### src/rtl/div_job_pkg.sv
// Shared types and constants for the divider job controller.
package div_job_pkg;

    typedef enum logic [2:0] {
        ST_IDLE,
        ST_LOAD,
        ST_LDONE,
        ST_START,
        ST_WAIT,
        ST_ABORT
    } div_job_state_t;

    localparam int DIV_W      = 10;
    localparam int FIFO_DEPTH = 2;
    localparam int CNT_W      = 8;

endpackage

### src/rtl/div_job_fifo.sv
// Two-entry operand FIFO. There is no bypass from din to dout, so a pushed
// entry becomes visible at the head on the cycle after the push. The full
// flag is registered from the next occupancy so in_ready has no
// combinational path from the push/pop requests.
module div_job_fifo
    import div_job_pkg::*;
#(
    parameter int W = 2 * DIV_W
) (
    input  logic         clk,
    input  logic         rst_n,
    input  logic         push,
    input  logic         pop,
    input  logic [W-1:0] din,
    output logic [W-1:0] dout,
    output logic         full,
    output logic         empty
);

    logic [W-1:0] mem_q [FIFO_DEPTH];
    logic [W-1:0] mem_d [FIFO_DEPTH];
    logic [1:0]   count_q, count_d;
    logic         wr_ptr_q, wr_ptr_d;
    logic         rd_ptr_q, rd_ptr_d;
    logic         full_q, full_d;
    logic         do_push, do_pop;

    // Next-state for storage, pointers, occupancy and the registered full flag.
    always_comb begin
        mem_d    = mem_q;
        wr_ptr_d = wr_ptr_q;
        rd_ptr_d = rd_ptr_q;
        count_d  = count_q;
        do_push  = push && !full_q;
        do_pop   = pop && (count_q != 2'd0);

        if (do_push) begin
            mem_d[wr_ptr_q] = din;
            wr_ptr_d        = ~wr_ptr_q;
        end
        if (do_pop) begin
            rd_ptr_d = ~rd_ptr_q;
        end

        case ({do_push, do_pop})
            2'b10:   count_d = count_q + 2'd1;
            2'b01:   count_d = count_q - 2'd1;
            default: count_d = count_q;
        endcase

        full_d = (count_d == 2'(FIFO_DEPTH));
    end

    // Control state: cleared by reset so the FIFO restarts empty.
    always_ff @(posedge clk or negedge rst_n) begin
        if (!rst_n) begin
            wr_ptr_q <= 1'b0;
            rd_ptr_q <= 1'b0;
            count_q  <= 2'd0;
            full_q   <= 1'b0;
        end else begin
            wr_ptr_q <= wr_ptr_d;
            rd_ptr_q <= rd_ptr_d;
            count_q  <= count_d;
            full_q   <= full_d;
        end
    end

    // Entry storage: contents are don't-care while the count says empty.
    always_ff @(posedge clk) begin
        mem_q <= mem_d;
    end

    assign dout  = mem_q[rd_ptr_q];
    assign full  = full_q;
    assign empty = (count_q == 2'd0);

endmodule

### src/rtl/div_job_controller.sv
// Job sequencer wrapped around fixed_point_division: queues operand pairs,
// drives the ld_a/ld_b -> loading_done -> start pulse protocol, waits for the
// divider carry-out and presents the result on a valid/ready port. A hung
// divider is recovered by a per-job timeout that pulses div_rst.
// Optional feature macro: DIV_JOB_DVZ_BYPASS_EN (zero divisors answered
// locally without launching the divider).
module div_job_controller
    import div_job_pkg::*;
#(
    parameter int WIDTH          = DIV_W,
    parameter int TIMEOUT_CYCLES = 64
) (
    input  logic             clk,
    input  logic             rst,
    input  logic             in_valid,
    output logic             in_ready,
    input  logic [WIDTH-1:0] in_a,
    input  logic [WIDTH-1:0] in_b,
    output logic             div_ld_a,
    output logic             div_ld_b,
    output logic             div_loading_done,
    output logic             div_start,
    output logic [WIDTH-1:0] div_a,
    output logic [WIDTH-1:0] div_b,
    output logic             div_rst,
    input  logic             div_done,
    input  logic [WIDTH-1:0] div_q,
    input  logic             div_ov,
    input  logic             div_dvz,
    output logic             res_valid,
    input  logic             res_ready,
    output logic [WIDTH-1:0] res_q,
    output logic             res_ov,
    output logic             res_dvz,
    output logic             res_to,
    output logic [7:0]       job_count
);

    div_job_state_t       state_q, state_d;
    logic                 div_ld_q, div_ld_d;
    logic                 ldone_q, ldone_d;
    logic                 start_q, start_d;
    logic                 div_rst_q, div_rst_d;
    logic [WIDTH-1:0]     div_a_q, div_a_d;
    logic [WIDTH-1:0]     div_b_q, div_b_d;
    logic [CNT_W-1:0]     tmo_q, tmo_d;
    logic                 res_valid_q, res_valid_d;
    logic [WIDTH-1:0]     res_q_q, res_q_d;
    logic                 res_ov_q, res_ov_d;
    logic                 res_dvz_q, res_dvz_d;
    logic                 res_to_q, res_to_d;
    logic [CNT_W-1:0]     job_count_q, job_count_d;

    logic                 fifo_push, fifo_pop, fifo_full, fifo_empty;
    logic [2*WIDTH-1:0]   fifo_dout;
    logic [WIDTH-1:0]     head_a, head_b;
    logic                 bypass;

    assign fifo_push = in_valid && !fifo_full;
    assign in_ready  = !fifo_full;
    assign head_a    = fifo_dout[2*WIDTH-1:WIDTH];
    assign head_b    = fifo_dout[WIDTH-1:0];

`ifdef DIV_JOB_DVZ_BYPASS_EN
    assign bypass = (head_b == '0);
`else
    assign bypass = 1'b0;
`endif

    div_job_fifo #(
        .W (2 * WIDTH)
    ) u_fifo (
        .clk   (clk),
        .rst_n (rst),
        .push  (fifo_push),
        .pop   (fifo_pop),
        .din   ({in_a, in_b}),
        .dout  (fifo_dout),
        .full  (fifo_full),
        .empty (fifo_empty)
    );

    // Sequencer next-state: job launch, pulse protocol, wait/timeout and result handshake.
    always_comb begin
        state_d     = state_q;
        div_ld_d    = 1'b0;
        ldone_d     = 1'b0;
        start_d     = 1'b0;
        div_rst_d   = 1'b0;
        div_a_d     = div_a_q;
        div_b_d     = div_b_q;
        tmo_d       = tmo_q;
        res_valid_d = res_valid_q;
        res_q_d     = res_q_q;
        res_ov_d    = res_ov_q;
        res_dvz_d   = res_dvz_q;
        res_to_d    = res_to_q;
        job_count_d = job_count_q;
        fifo_pop    = 1'b0;

        if (res_valid_q && res_ready) begin
            res_valid_d = 1'b0;
            job_count_d = job_count_q + CNT_W'(1);
        end

        case (state_q)
            ST_IDLE: begin
                // Only one job in flight: wait until the previous result is taken.
                if (!fifo_empty && !res_valid_q) begin
                    fifo_pop = 1'b1;
                    if (bypass) begin
                        res_valid_d = 1'b1;
                        res_q_d     = '1;
                        res_ov_d    = 1'b0;
                        res_dvz_d   = 1'b1;
                        res_to_d    = 1'b0;
                    end else begin
                        div_a_d  = head_a;
                        div_b_d  = head_b;
                        div_ld_d = 1'b1;
                        state_d  = ST_LOAD;
                    end
                end
            end
            ST_LOAD: begin
                ldone_d = 1'b1;
                state_d = ST_LDONE;
            end
            ST_LDONE: begin
                start_d = 1'b1;
                state_d = ST_START;
            end
            ST_START: begin
                tmo_d   = '0;
                state_d = ST_WAIT;
            end
            ST_WAIT: begin
                // A completion seen on the timeout cycle still counts as success.
                if (div_done) begin
                    res_valid_d = 1'b1;
                    res_q_d     = div_q;
                    res_ov_d    = div_ov;
                    res_dvz_d   = div_dvz;
                    res_to_d    = 1'b0;
                    state_d     = ST_IDLE;
                end else if (tmo_q == CNT_W'(TIMEOUT_CYCLES - 1)) begin
                    res_valid_d = 1'b1;
                    res_q_d     = '0;
                    res_ov_d    = 1'b0;
                    res_dvz_d   = 1'b0;
                    res_to_d    = 1'b1;
                    div_rst_d   = 1'b1;
                    state_d     = ST_ABORT;
                end else begin
                    tmo_d = tmo_q + CNT_W'(1);
                end
            end
            ST_ABORT: begin
                state_d = ST_IDLE;
            end
            default: begin
                state_d = ST_IDLE;
            end
        endcase
    end

    // State and registered outputs; reset holds the divider in reset and drops any pending result.
    always_ff @(posedge clk or negedge rst) begin
        if (!rst) begin
            state_q     <= ST_IDLE;
            div_ld_q    <= 1'b0;
            ldone_q     <= 1'b0;
            start_q     <= 1'b0;
            div_rst_q   <= 1'b1;
            div_a_q     <= '0;
            div_b_q     <= '0;
            tmo_q       <= '0;
            res_valid_q <= 1'b0;
            res_q_q     <= '0;
            res_ov_q    <= 1'b0;
            res_dvz_q   <= 1'b0;
            res_to_q    <= 1'b0;
            job_count_q <= '0;
        end else begin
            state_q     <= state_d;
            div_ld_q    <= div_ld_d;
            ldone_q     <= ldone_d;
            start_q     <= start_d;
            div_rst_q   <= div_rst_d;
            div_a_q     <= div_a_d;
            div_b_q     <= div_b_d;
            tmo_q       <= tmo_d;
            res_valid_q <= res_valid_d;
            res_q_q     <= res_q_d;
            res_ov_q    <= res_ov_d;
            res_dvz_q   <= res_dvz_d;
            res_to_q    <= res_to_d;
            job_count_q <= job_count_d;
        end
    end

    assign div_ld_a         = div_ld_q;
    assign div_ld_b         = div_ld_q;
    assign div_loading_done = ldone_q;
    assign div_start        = start_q;
    assign div_rst          = div_rst_q;
    assign div_a            = div_a_q;
    assign div_b            = div_b_q;
    assign res_valid        = res_valid_q;
    assign res_q            = res_q_q;
    assign res_ov           = res_ov_q;
    assign res_dvz          = res_dvz_q;
    assign res_to           = res_to_q;
    assign job_count        = job_count_q;

endmodule

### config.mk
export PLATFORM = sky130hd
export DESIGN_NAME = div_job_controller
export DESIGN_NICKNAME = d
export VERILOG_FILES = /design/src/rtl/div_job_pkg.sv /design/src/rtl/div_job_fifo.sv /design/src/rtl/div_job_controller.sv
export SDC_FILE = /design/constraint.sdc
export NUM_CORES = 1
export LEC_CHECK = 0
export BUFFER_PORTS_ARGS = -buffer_cell sky130_fd_sc_hd__buf_2
export CAP_MARGIN = 20
export CORE_ASPECT_RATIO = 0.75
export CORE_UTILIZATION = 48
export CTS_CLUSTER_SIZE = 28
export DETAILED_ROUTE_END_ITERATION = 10
export PLACE_DENSITY = 0.75
export SLEW_MARGIN = 0
export SYNTH_ARGS = -nofsm -noshare
export SYNTH_HDL_FRONTEND = slang
export SYNTH_SLANG_ARGS = --single-unit
### constraint.sdc
create_clock -name clk -period 2.1 [get_ports clk]
set_input_delay 0.42 -clock clk [delete_from_list [all_inputs] [get_ports clk]]
set_output_delay 0.42 -clock clk [all_outputs]
set_load 0.02 [all_outputs]
==> impl_metrics.tcl, run 1 <==
set metrics [dict create \
    outcome "finished clean" \
    cts_hold_buf 0 \
    grt.overflow.total 0 \
    grt_max_degree 63 \
    cp.required_ps 2340 \
    antenna_found_initial 0 \
    fin_util 0.591 \
    r2r-start "tmo_q[0]" \
    synth.avg_cell_area_um2 14.1 \
    cts_made_buffers 9 \
    clk_path_buf_depth 2 \
    rsz0062_at_grt "false" \
    maxCapViolCount 0 \
    grt_usage 0.172 \
    core_um2 7920 \
    power.leakage_nw 2.09 \
    ant_nets 0 \
    hold_slack_ps 43.9 \
    p_per_area_nw_per_um2 1430 \
    yosys_warnings 0 \
    tns_ps 0 \
    clkSinkCount 102 \
    routedWlPerCell_um 14.4 \
    timing.final.crit_share 0.875 \
    synth_area_um2 3950 \
    pre_cts_ws_ps 133 \
    finalWirelength_mm 6.90 \
    setup_viol 0 \
    ys_seq_area_frac 0.697 \
    cp-startpoint "tmo_q[0]" \
    drcViolationCount 0 \
    antennaDiodeCount 0 \
    worst_pin_slew_ps 529 \
    cts_tree "yes" \
    crit_type "reg2reg" \
    slew_headroom 0.647 \
    cp_max_fo 7 \
    hp-class "in2async" \
    slew_viol_final 0 \
    fin_nets 410 \
    hold_viol 0 \
    rows 28 \
    synth_cells 281 \
    synth-main-ff-cell "dfrtp_1" \
    die_area_um2 8600 \
    first_global_vias 2264 \
    arrival_ps 2080 \
    cts_root_buf "clkbuf_8" \
    synth_edf_count 40 \
    cts_max_level 3 \
    synth_nets 321 \
    p_total_mw 6.69 \
    ys_ff_latch 102 \
    drtIter0Drc 116 \
    clock_latency_ps 360 \
    ios 85 \
    fin_crit_ps 1840 \
    initial_core_util 0.499 \
    yosysTopAreaCell "dfrtp_1" \
    avgViaCountPerCell 5.10 \
    synthTopCellsByArea "dfrtp_1 39%, edfxtp_1 30%, mux2i_1 5.1%" \
    numPortBuffers 84 \
    clk_pin_slew_ps 100 \
    gp_congestion 0.848 \
    grt_pass1_wl_mm 11.0 \
    area_growth_pct 18.6 \
    start_kind "register" \
    cp-end-kind "register" \
    async_reset_ff_frac 0.608 \
    firstDrtPassIters 4 \
    finClkSkew_ps 12.3 \
    setup_slack_ps 262 \
    fmax_mhz 544 \
    die_h_um 80.6 \
    die_x_um 107 \
    synth_top_area_share 0.387 \
    hpwl_mm 4.55 \
    drive_gt1_frac 0.315 \
    ir_worst_vdd_mv 0.752 \
    num_vias 2447 \
    synth_cell_types 46 \
]
[where the power goes]
group	internal (mW)	switching [mW]	leakage [nW]
Sequential	2.74	0.374	1.13
Clock	0.451	0.657	0.0911
Combinational	0.956	1.51	0.867
[worst paths after layout]
path	end	slack, ps	cells after the start
worst max register to register	tmo_q[3]	260	5
max in group asynchronous	div_rst	1710	2
min in group clk	u_fifo.mem_q[10]	250	1
worst max-delay path	tmo_q[3]	260	5
worst min-delay path	div_b[6]	40	2
worst min register to register	job_count[7]	470	1
[repair_timing]
action                                  CTS  global route
endpoints found under the setup margin    0            11
gates resized for setup                   0             1
endpoints found under the hold margin     0             0
setup buffers                             0             0
[worst max-delay path: stages (launching register included)]
cell and delay [ps]:
dfrtp_1 400, ha_1 240, nand3_4 130, o41a_1 480, and3_1 210, a211o_1 260
[synthesized netlist by cell type, types with 2 or more instances]
master / number
dfrtp_1: 61
edfxtp_1: 40
nor2_1: 27
a21oi_1: 25
mux2i_1: 20
a22o_1: 12
nand2_1: 11
nand3_1: 7
xnor2_1: 7
buf_2: 5
inv_1: 5
o21ai_0: 5
xor2_1: 5
clkbuf_1: 4
nor3_1: 4
a21o_1: 3
and2_1: 3
ha_1: 3
a31oi_1: 2
and3_1: 2
buf_4: 2
nand2b_1: 2
nor4_2: 2
o21ai_1: 2
[metrics by stage]
step	area (um2)	std cells
after floorplan	3950	281
after global placement	4510	464
after detailed placement	4510	464
after CTS	4680	480
after global routing	4680	480
final	4680	480
[flip-flops by register name, summed over array words and instances (netlist names)]
name,flops
u_fifo.wr_ptr_q,1
u_fifo.full,1
tmo_q,8
u_fifo.rd_ptr_q,1
div_loading_done,1
div_a,10
res_valid,1
state_q,3
u_fifo.count_q,2
div_ld_a,1
div_start,1
res_dvz,1
div_rst,1
res_ov,1
div_b,10
res_to,1
res_q,10
job_count,8
u_fifo.mem_q,40
[metal layers]
metal / vias to the layer above / track usage / routed length [um]
met4: 0 / 0.0329 / 15
met2: 77 / 0.266 / 3210
li1: 1194 / - / -
met3: 2 / 0.0771 / 531
met5: - / 0 / 0
met1: 1174 / 0.227 / 3140
[final cells by class]
type                            instances  area [um2]
Timing Repair Buffer                   91         485
Multi-Input combinational cell        161        1120
Inverter                                5        18.8
Clock inverter                          5        41.3
Clock buffer                           11         131
Sequential cell                       102        2750
Tap cell                              105         131
Fill cell                             664        3230
[kinds of logic after synthesis]
kind of cell             Yosys count  synth area share
flip-flops                       102             0.697
AND/OR/NAND/NOR                   70            0.0966
AO/OA/AOI/OAI                     55            0.0938
multiplexers                      21            0.0535
buffers and inverters             18            0.0225
XOR/XNOR                          12            0.0266
adder cells (fa/ha/maj)            3           0.00951
[cells in the final DEF, fill, tap and decap left out, drive strengths merged, types with 8 or more instances in the layout]
master,count
inv,10
nand3,8
nand2,11
mux2i,20
a22o,12
nor2,27
dfrtp,61
clkbuf,11
edfxtp,40
buf,91
a21oi,25
(Power assumes the default switching activity.)
==> run 2, diff against run 1 <==
Settings changed: CORE_UTILIZATION 48 to 49, PLACE_DENSITY 0.75 to 0.76, SYNTH_HIERARCHICAL from default to 1.
==> run 2 against run 1 <==
Against the previous run: register-to-register slack got worse by 30 ps; worst hold slack got worse by 38 ps; synthesized cell count decreased by 5.3%; die area increased by 0.83%; sequential share of layout area decreased by 1.9 points; routed wire length increased by 7.6%.
==> impl_metrics.tcl, run 2 <==
set metrics [dict create \
    timing.final.crit_share 0.887 \
    synth.avg_cell_area_um2 15.3 \
    cp.required_ps 2370 \
    yosysTopAreaCell "dfrtp_1" \
    crit_type "reg2reg" \
    die_area_um2 8670 \
    clkSinkCount 102 \
    area_growth_pct 19.0 \
    first_global_vias 2484 \
    firstDrtPassIters 5 \
    pwr-share-comb 0.391 \
    layout_common_cells "84 x buf_2, 61 x dfrtp_1, 40 x edfxtp_1" \
    async_reset_ff_frac 0.608 \
    final-seq-area_um2 2750 \
    synth-main-ff-cell "dfrtp_1" \
    antennaDiodeCount 0 \
    intPower_mw 4.41 \
    p_switching_mw 2.49 \
    synth_cell_types 47 \
    synthTopCellsByArea "dfrtp_1 38%, edfxtp_1 30%, mux2_2 11%" \
    numPortBuffers 84 \
    cp_max_fo 9 \
    fillCellCount 634 \
    finClkSkew_ps 12.0 \
    postCtsResizedCells 0 \
    hold_slack_ps 5.53 \
    cts_hold_buf 0 \
    hpwl_mm 5.18 \
    ys_seq_area_frac 0.677 \
    clk_path_buf_depth 2 \
    drcViolationCount 0 \
    fin_crit_ps 1860 \
    p_sw_frac 0.361 \
    fin_util 0.608 \
    outcome "finished clean" \
    fin_nets 403 \
    initial_core_util 0.511 \
    arrival_ps 2140 \
    clock_latency_ps 350 \
    ys_ff_latch 102 \
    ant_nets 0 \
    finalWirelength_mm 7.42 \
    start_kind "register" \
    cp-end-kind "register" \
    synth_edf_count 40 \
    rows 28 \
    fmax_mhz 537 \
    synth_cells 266 \
    synthTopCellsByCount "61 x dfrtp_1, 40 x edfxtp_1, 39 x mux2_2" \
    avgViaCountPerCell 5.22 \
    final_common_cell "buf_2" \
    wl_met2_mm 3.69 \
    yosys_warnings 6 \
    num_vias 2468 \
    cts_setup_buffers 0 \
    grt_usage 0.187 \
    regMostFlops "u_fifo/mem_q" \
    slew_headroom 0.627 \
    ir_worst_vdd_mv 0.596 \
    grt_pass1_wl_mm 12.3 \
    dp_cells 457 \
    cts_max_level 3 \
    maxCapViolCount 0 \
    p_clk_frac 0.156 \
    synth_area_um2 4070 \
    grt_max_degree 44 \
    routedWlPerCell_um 15.7 \
    p_per_area_nw_per_um2 1430 \
    drtIter0Drc 137 \
    fin_area_um2 4840 \
    cts_tree "yes" \
    instances_no_fill 473 \
    hp-class "in2async" \
    rsz0062_at_grt "false" \
    p_seq_frac 0.453 \
    slew_viol_final 0 \
    synth_top_area_share 0.376 \
    multi_input_area_um2 1240 \
    synth_nets 306 \
    antenna_found_initial 0 \
    drive_gt1_frac 0.440 \
    die_h_um 80.9 \
    ios 85 \
    gp_congestion 0.795 \
    yosysMostFrequentCell "dfrtp_1" \
    cts_root_buf "clkbuf_8" \
    power.leakage_nw 2.08 \
    wl_met3_um 298 \
    setup_viol 0 \
    maxUsedRoutingLayer "met4" \
    tns_ps 0 \
    clk_pin_slew_ps 100 \
    grt.overflow.total 0 \
    wl_met1_mm 3.35 \
    placed_cell_area_um2 4670 \
    worst_pin_slew_ps 557 \
    core_um2 7950 \
    largest_register_ffs 40 \
    hold_viol 0 \
    cts_made_buffers 9 \
    die_x_um 107 \
]
-- run 2: cell count changes after synthesis, moves of 2 or more --
| cell | change |
|---|---|
| buf_4 | +2 |
| nand2_1 | +2 |
| o211ai_1 | +2 |
| nor2_1 | -15 |
| nor3b_1 | +2 |
| o21ai_0 | -2 |
| mux2_2 | +38 |
| nand3_1 | +5 |
| mux2i_1 | -19 |
| clkbuf_1 | -3 |
| a21o_1 | -3 |
| mux2_1 | +2 |
| a21oi_1 | -24 |
-- run 2: final cells by class --
cell class / count / share of cell area
repair buffers: 97 / 0.110
multi-input cells: 148 / 0.256
clock buffers: 11 / 0.0272
inverters: 5 / 0.00388
clock inverters: 5 / 0.00724
flip-flops and latches: 102 / 0.569
well taps: 105 / 0.0272
-- run 2: path summary, 6_finish.rpt --
check | startpoint | endpoint | slack (ps) | cells after the start
setup / recovery | state_q[0] | u_fifo/full | 240 | 6
hold / removal | rst | res_q[4] | 6 | 1
setup reg to reg | state_q[0] | u_fifo/full | 240 | 6
hold reg to reg | job_count[7] | job_count[7] | 470 | 1
max in group asynchronous | rst | div_rst | 1450 | 2
min in group clk | in_a[8] | u_fifo/mem_q[18] | 250 | 1
-- run 2: cells by family (layout without fill, tap and decap cells) --
group | after synthesis | in the layout | synth area share
AOI/OAI and AO/OA | 29 | 29 | 0.0600
xor gates and xnor gates | 13 | 13 | 0.0280
adders and majority gates | 3 | 3 | 0.00923
buffers and inverters | 16 | 118 | 0.0219
DFF | 102 | 102 | 0.677
muxes | 42 | 42 | 0.116
and+or+nand+nor | 61 | 61 | 0.0874
-- run 2: metal layers --
layer,vias up,global-route usage
li1,1170,-
met1,1239,0.253
met2,51,0.306
met3,8,0.0457
met4,0,0.0479
met5,-,0
-- run 2: metrics by stage --
step | setup slack [ps] | power, mW
2_1_floorplan | 54.0 | 5.02
3_3_place_gp | 336 | 5.79
3_5_place_dp | 234 | 5.90
4_1_cts | 229 | 6.98
5_1_grt | 77.2 | 7.32
6_report | 236 | 6.90
-- run 2: critical path: stages, from the launching register on --
cell	delay, ps
dfrtp_1	500
or2_1	300
nor4_4	150
nor2b_2	210
ha_1	290
or2b_1	240
o22ai_1	100
-- run 2: power groups by stage --
| stage | Sequential (mW) | Clock, mW | Combinational (mW) |
|---|---|---|---|
| 6_report | 3.13 | 1.08 | 2.70 |
| 4_1_cts | 3.13 | 1.11 | 2.74 |
| 3_3_place_gp | 3.13 | 0 | 2.66 |
| 3_5_place_dp | 3.17 | 0 | 2.73 |
| 2_1_floorplan | 3.55 | 0 | 1.47 |
| 5_1_grt | 3.21 | 1.18 | 2.93 |
==> run 3, diff against run 2 <==
Settings changed: ABC_AREA from default to 1, PLACE_DENSITY 0.76 to 0.75.
==> run 3 against run 2 <==
Against the previous run: synthesized cell count rose by 58%; register-to-register slack improved by 140 ps; global-route usage rose by 1.9 points; die area rose by 2.3%; largest cell class unchanged.
==> impl_metrics.tcl, run 3 <==
set metrics [dict create \
    ios 85 \
    dp_cells 605 \
    die_area_um2 8870 \
    cts_tree "yes" \
    cts_setup_buffers 0 \
    synth_edf_count 40 \
    start_kind "register" \
    gp_congestion 0.807 \
    regMostFlops "u_fifo/mem_q" \
    clk_pin_slew_ps 70 \
    grt.overflow.total 0 \
    fmax_mhz 579 \
    drtIter0Drc 143 \
    setup_slack_ps 373 \
    synth_top_area_share 0.367 \
    grt_pass1_wl_mm 13.7 \
    hpwl_mm 5.64 \
    crit_family "flip-flops" \
    synth-main-ff-cell "dfrtp_1" \
    path_cells "nor2_1 > nor2_1 > nand3_1 > inv_1 > o21ai_1 > inv_1 > ha_1 > inv_1 > nand4_1 > a21oi_1" \
    synth_cells 421 \
    instances_no_fill 621 \
    final_common_cell "nand2_1" \
    ys_seq_area_frac 0.662 \
    fin_crit_ps 1730 \
    outcome "finished clean" \
    synth_area_um2 4160 \
    synth.avg_cell_area_um2 9.88 \
    core_um2 8060 \
    clk_path_buf_depth 2 \
    max_stage_delay_ps 430 \
    arrival_ps 1990 \
    postCtsResizedCells 0 \
    die_x_um 108 \
    pre_cts_ws_ps 390 \
    finalWirelength_mm 8.38 \
    tns_ps 0 \
    clkSinkCount 102 \
    first_global_vias 2938 \
    multi_input_area_um2 1230 \
    hp-class "in2async" \
    routedWlPerCell_um 13.5 \
    synthTopCellsByCount "202 x nand2_1, 61 x dfrtp_1, 40 x edfxtp_1" \
    drcViolationCount 0 \
    largest_register_ffs 40 \
    hold_viol 0 \
    crit_top_cell "inv_1" \
    cts_root_buf "clkbuf_16" \
    avgViaCountPerCell 4.84 \
    final-seq-area_um2 2750 \
    timing.final.crit_share 0.822 \
    synth_cell_types 29 \
    yosys_warnings 6 \
    firstDrtPassIters 5 \
    slew_headroom 0.539 \
    finClkSkew_ps 9.23 \
    synthTopCellsByArea "dfrtp_1 37%, edfxtp_1 29%, nand2_1 18%" \
    cp-end-kind "register" \
    drive_gt1_frac 0.236 \
    fillCellCount 672 \
    ant_nets 0 \
    ir_worst_vdd_mv 0.702 \
    path_buf_inv 3 \
    grt_max_degree 63 \
    fin_nets 551 \
    die_h_um 81.8 \
    antenna_found_initial 0 \
    slew_viol_final 0 \
    worst_pin_slew_ps 691 \
    ys_ff_latch 102 \
    cts_hold_buf 0 \
    numPortBuffers 84 \
    synth_nets 461 \
    clock_latency_ps 340 \
    yosysTopAreaCell "dfrtp_1" \
    yosysMostFrequentCell "nand2_1" \
    async_reset_ff_frac 0.608 \
    antennaDiodeCount 0 \
    setup_viol 0 \
    cts_made_buffers 9 \
    num_vias 3004 \
    area_growth_pct 20.6 \
    crit_type "reg2reg" \
    hold_slack_ps 73.2 \
    cpMaxStageDelayCell "dfrtp_1" \
    p_per_area_nw_per_um2 1430 \
    initial_core_util 0.516 \
    maxCapViolCount 0 \
    cts_max_level 3 \
    grt_usage 0.206 \
    rows 28 \
    cp_max_fo 5 \
    cp.required_ps 2360 \
    layout_common_cells "202 x nand2_1, 84 x buf_2, 61 x dfrtp_1" \
    rsz0062_at_grt "false" \
    power.leakage_nw 2.59 \
]
-- run 3: layout make-up --
class                           count  area share
Clock buffer                       12      0.0513
Clock inverter                      4     0.00748
Inverter                           32      0.0242
Multi-Input combinational cell    276       0.245
Sequential cell                   102       0.549
Tap cell                          105      0.0262
Timing Repair Buffer               90      0.0977
-- run 3: layer usage --
| metal | part of all wire | GRT usage |
|---|---|---|
| met1 | 0.45 | 0.266 |
| met2 | 0.50 | 0.352 |
| met3 | 0.050 | 0.0460 |
| met4 | 0.0070 | 0.0608 |
| met5 | 0 | 0 |
-- run 3: power by group --
part           internal, mW  leakage (nW)  total [mW]  switching, mW
registers              2.72          1.16        3.04          0.321
clock network         0.894         0.144        1.61          0.717
logic                 0.812          1.29        2.53           1.71
total                  4.42          2.59        7.18           2.75
-- run 3: path summary, 6_finish.rpt --
path	end	cells past startpoint	slack (ps)	startpoint
max	u_fifo/full	10	370	u_fifo/count_q[0]
min	div_b[1]	2	70	rst
max reg2reg	u_fifo/full	10	370	u_fifo/count_q[0]
min reg2reg	div_a[5]	2	470	div_a[5]
max in group asynchronous	div_rst	2	1700	rst
min in group clk	u_fifo/mem_q[21]	1	270	in_b[1]
-- run 3: worst reg2reg max path: cells and delay by family (launching register included) --
kind	cells	cell delay, ps
flops	1	430
compound gates	2	280
fa+ha+maj	1	320
simple gates	4	410
buf+inv	3	210
-- run 3: cell families (layout without fill, tap and decap cells) --
group	Yosys count	after routing	synth area share
and+or+nand+nor	256	256	0.250
adders and majority gates	3	3	0.00902
buffers and inverters	43	138	0.0445
xor gates and xnor gates	10	10	0.0210
DFF	102	102	0.662
AOI/OAI and AO/OA	7	7	0.0135
-- run 3: per-stage QoR --
step                area, um2   util  power [mW]
detailed placement       4720  0.586        5.60
floorplan                4160      -        4.75
finish                   5020  0.623        7.18
global placement         4720  0.586        5.49
global route             5020  0.623        7.67
CTS                      5020  0.623        7.25
